===== config.mk =====
export PLATFORM = sky130hd
export DESIGN_NAME = cpu_ctrl
export DESIGN_NICKNAME = d
export VERILOG_FILES = /design/src/rtl/cpu_ctrl.sv
export SDC_FILE = /design/constraint.sdc
export NUM_CORES = 1
export LEC_CHECK = 0
export BUFFER_PORTS_ARGS = -buffer_cell sky130_fd_sc_hd__buf_4
export CAP_MARGIN = 10
export CORE_UTILIZATION = 38
export CTS_CLUSTER_SIZE = 40
export DETAILED_ROUTE_END_ITERATION = 10
export GPL_TIMING_DRIVEN = 0
export SYNTH_ARGS = -nofsm -noshare
export SYNTH_HDL_FRONTEND = slang
export SYNTH_SLANG_ARGS = --single-unit

===== constraint.sdc =====
create_clock -name clock -period 1.7 [get_ports clock]
set_input_delay 0.085 -clock clock [delete_from_list [all_inputs] [get_ports clock]]
set_output_delay 0.085 -clock clock [all_outputs]
set_load 0.05 [all_outputs]

===== src/rtl/cpu_ctrl.sv =====
// Z80 companion controller: paired clock enables, programmable bus wait states
// and a prioritised, maskable edge-triggered interrupt controller with IM2 vectors.
module cpu_ctrl #(
  parameter int         DIV    = 4,
  parameter int         NINT   = 4,
  parameter int         MWAIT  = 0,
  parameter int         IOWAIT = 0,
  parameter logic [7:0] VBASE  = 8'hE0
) (
  input  logic            clock,
  input  logic            reset,
  output logic            cep,
  output logic            cen,
  input  logic            mreq,
  input  logic            iorq,
  input  logic            m1,
  output logic            wait_n,
  input  logic [NINT-1:0] irq,
  input  logic [NINT-1:0] imask,
  output logic            int_n,
  output logic            iack,
  output logic [7:0]      ivec
);

  localparam int         CW   = (DIV > 2) ? $clog2(DIV) : 1;
  localparam logic [7:0] SPUR = VBASE + 8'(2 * NINT);

  logic [CW-1:0]   cnt_reg;
  logic            mreq_reg, iorq_reg, m1_reg;
  logic [3:0]      wcnt_reg, wcnt_next;
  logic [NINT-1:0] sync1_reg, sync2_reg, sync3_reg;
  logic [NINT-1:0] pend_reg, pend_next, rise, clr;
  logic [2:0]      sel;
  logic            any;
  logic            cyc_mem, cyc_io, ack_go;

  always_ff @(posedge clock or negedge reset) begin
    if (!reset) begin
      cnt_reg <= '0;
      cep     <= 1'b0;
      cen     <= 1'b0;
    end else begin
      cep     <= (cnt_reg == '0);
      cen     <= (cnt_reg == CW'(DIV / 2));
      cnt_reg <= (cnt_reg == CW'(DIV - 1)) ? '0 : cnt_reg + CW'(1);
    end
  end

  // Strobe history is only advanced on cep so starts are seen between CPU T-state samples.
  assign cyc_mem = cep & mreq_reg & ~mreq;
  assign cyc_io  = cep & iorq_reg & ~iorq;
  assign ack_go  = cep & (m1_reg | iorq_reg) & ~m1 & ~iorq;

  always_comb begin
    wcnt_next = wcnt_reg;
    if (cyc_mem)
      wcnt_next = 4'(MWAIT);
    else if (cyc_io)
      wcnt_next = m1 ? 4'(IOWAIT) : 4'd0;
    else if (cep && wcnt_reg != 4'd0)
      wcnt_next = wcnt_reg - 4'd1;
  end

  genvar gi;
  generate
    for (gi = 0; gi < NINT; gi++) begin : g_sync
      always_ff @(posedge clock or negedge reset) begin
        if (!reset) begin
          sync1_reg[gi] <= 1'b0;
          sync2_reg[gi] <= 1'b0;
          sync3_reg[gi] <= 1'b0;
        end else begin
          sync1_reg[gi] <= irq[gi];
          sync2_reg[gi] <= sync1_reg[gi];
          sync3_reg[gi] <= sync2_reg[gi];
        end
      end
      assign rise[gi] = sync2_reg[gi] & ~sync3_reg[gi];
    end
  endgenerate

  always_comb begin
    sel = 3'd0;
    any = 1'b0;
    for (int i = NINT - 1; i >= 0; i--) begin
      if (pend_reg[i]) begin
        sel = 3'(i);
        any = 1'b1;
      end
    end
  end

  // A fresh edge is OR-ed after the ack clear so it survives a same-clock acknowledge.
  assign clr       = (ack_go && any) ? (NINT'(1) << sel) : '0;
  assign pend_next = ((pend_reg & ~clr) | rise) & imask;

  always_ff @(posedge clock or negedge reset) begin
    if (!reset) begin
      mreq_reg <= 1'b1;
      iorq_reg <= 1'b1;
      m1_reg   <= 1'b1;
      wcnt_reg <= 4'd0;
      wait_n   <= 1'b1;
      pend_reg <= '0;
      int_n    <= 1'b1;
      iack     <= 1'b0;
      ivec     <= VBASE;
    end else begin
      if (cep) begin
        mreq_reg <= mreq;
        iorq_reg <= iorq;
        m1_reg   <= m1;
      end
      wcnt_reg <= wcnt_next;
      wait_n   <= (wcnt_next == 4'd0);
      pend_reg <= pend_next;
      int_n    <= ~|pend_reg;
      if (ack_go) begin
        iack <= 1'b1;
        ivec <= any ? (VBASE + {4'b0000, sel, 1'b0}) : SPUR;
      end else if (cep && iorq) begin
        iack <= 1'b0;
      end
    end
  end

endmodule


==> results.toml <==
[die]
io_pins = 26
start_util_pct = 39.9
dieArea_sq_um = 3740
core_sq_um = 3340
num_rows = 21
die_h_um = 61.2
die_x_um = 61.2

[worst_setup_path]
arrival_ns = 1.67
end_kind = "flip-flop"
r2r-end = "wait_n"
r2r.worst_path.cells = 6
cp-start-kind = "flip-flop"
rrSetupSlack_ns = 0.29
r2r-start = "wcnt_reg[0]"
crit_type = "reg -> reg"
worstPathRequired_ns = 1.96
critPathMaxFanout = 5

[cells_and_area]
final_util_pct = 51.3
fin_cells = 194
diodes = 0
nNetsFinal = 164
drive_above_1_share_pct = 31.8
synthToLayoutAreaGrowth_pct = 28.6
fin_area_sq_um = 1710
n_fill_cell = 306

[global_routing]
grt_pass1_vias = 849
grt-ovfl-total = 0
grt_first_pass_wirelength_um = 3590
grt_max_degree = 34
grtUsageTotal_pct = 14.0
grt_antenna_before_repair = 0

[clock_network]
htreeDepth = 2
cts_resized = 0
cts_tree = "yes"
cts.path.max_buffers = 2
hold_buffers = 11
cts_sinks = 33
worstSkewPairLatency_ns = 0.32
cts_inserted_buffers = 5
path_clk_slew_ns = 0.10
clock-root-buffer = "clkbuf_4"
cts_setup_buffers = 0

[placement]
placed_cells = 175
io_buffers = 20
gp_congestion = 0.694
placed_area_sq_um = 1550
post-dp-hpwl_um = 1440

[power_and_ir_drop]
leakage_nw = 0.816
power_density_nw_per_um2 = 1160
ir_drop_mv = 0.516

[timing]
whs_ns = 0.0204
setup_tns_ns = 0
setup_viol = 0
clock_skew_ns = 0.0115
finalCritPeriodShare_pct = 82.9
fmax_ghz = 0.710
min_period_ns = 1.41
drv_slew = 0
rsz0062_at_grt = "false"
finalHoldViolCount = 0

[drt]
drt_iter0_markers = 14
wire_per_inst_um = 11.0
drt_first_pass_iters = 4
via_count = 880
drc = 0
wl_um = 2140
antenna_left = 0
vias_per_cell = 4.54

[logic_synthesis]
syn_inst = 106
netlist_area_sq_um = 1330
ys_seq_elements = 33
yosysSeqAreaShare_pct = 62.5
postSynthAreaPerCell_sq_um = 12.6
yosysWarnings = 0
synth_cell_types = 33

[worst_hold_path]
holdCritPathClass = "in -> reg"
worst_hold_path.num_cells = 3
holdPathEnd = "iorq_reg"
hp-start = "iorq"

[run_status]
status = "complete, no violations"

[run]
drv_cap = 0
-- layout by cell type, fill, tap and decap left out, drive strengths merged, types with 4 or more instances in the layout --
master,count
o21ai,5
conb,5
buf,26
dlygate4sd3,11
clkbuf,6
nor2b,4
ha,4
nor2,9
inv,6
dfstp,5
nand2,8
dfrtp,28
a21boi,4
-- cell usage after synthesis, drive strengths merged --
library cell,instances,area [sq um]
dfrtp,28,701
nor2,9,36.3
nand2,8,30.0
buf,6,45.0
inv,6,22.5
dfstp,5,131
o21ai,5,25.0
a21boi,4,48.8
ha,4,50.1
nor2b,4,25.0
a21oi,3,15.0
mux2,3,37.5
nand2b,3,18.8
nor4,3,18.8
conb,2,7.51
a211oi,1,7.51
a311oi,1,8.76
a31o,1,8.76
a31oi,1,6.26
nand3,1,5.00
nand3b,1,7.51
nand4,1,6.26
nor3,1,5.00
o211ai,1,21.3
o31ai,1,7.51
o32a,1,10.0
o41ai,1,16.3
xnor2,1,8.76
-- metal layers --
layer / wire, um / global-route usage, %
met5: 0 / 0
met4: 45 / 9.74
met3: 103 / 4.83
met2: 1080 / 22.5
met1: 917 / 15.5
-- layout make-up --
class | count | area (sq um) | area share (%)
clock buffer | 6 | 41.3 | 2.41
inverter | 6 | 22.5 | 1.32
clock inverter | 2 | 10.0 | 0.585
buffer | 6 | 45.0 | 2.63
tap | 46 | 57.6 | 3.36
sequential | 33 | 832 | 48.6
timing repair buffer | 31 | 260 | 15.2
multi-input combinational | 64 | 443 | 25.9
-- worst max path at each step --
| stage | from | slack (ns) | to | cells past startpoint |
|---|---|---|---|---|
| 3_5_place_dp | wcnt_reg[0] | 0.31 | wait_n | 6 |
| 3_3_place_gp | wcnt_reg[0] | 0.36 | wait_n | 6 |
| 2_1_floorplan | cep | 0.31 | wait_n | 3 |
| 4_1_cts | wcnt_reg[0] | 0.29 | wait_n | 6 |
| 6_report | wcnt_reg[0] | 0.29 | wait_n | 6 |
| 5_1_grt | wcnt_reg[0] | 0.19 | wait_n | 6 |
-- through the flow --
stage / total power [mW] / setup slack [ns]
after floorplan: 1.43 / 0.311
after global placement: 1.55 / 0.363
after detailed placement: 1.58 / 0.313
after CTS: 2.02 / 0.287
after global routing: 2.13 / 0.190
final: 1.99 / 0.291
-- power by group --
| part | switching, mW | internal (mW) | leakage, nW |
|---|---|---|---|
| registers | 0.0774 | 0.889 | 0.395 |
| clock network | 0.245 | 0.157 | 0.0320 |
| logic | 0.363 | 0.259 | 0.389 |
-- critical path: stages, from the launching register on --
cell and delay (ns):
dfrtp_1 0.44, inv_1 0.08, ha_1 0.26, nor2_1 0.09
nand4_1 0.09, o21ai_0 0.09, o32a_1 0.29
-- kinds of logic (layout without fill, tap and decap cells) --
family / Yosys count / after routing / share of synthesized area (%)
flip-flops: 33 / 33 / 62.5
XOR/XNOR: 1 / 1 / 0.658
other: 2 / 5 / 0.564
adder cells (fa/ha/maj): 4 / 4 / 3.76
AO/OA/AOI/OAI: 20 / 20 / 13.2
AND/OR/NAND/NOR: 31 / 31 / 11.5
multiplexers: 3 / 3 / 2.82
buffers and inverters: 12 / 51 / 5.07
Note: power is estimated with default switching activity, not from simulation.
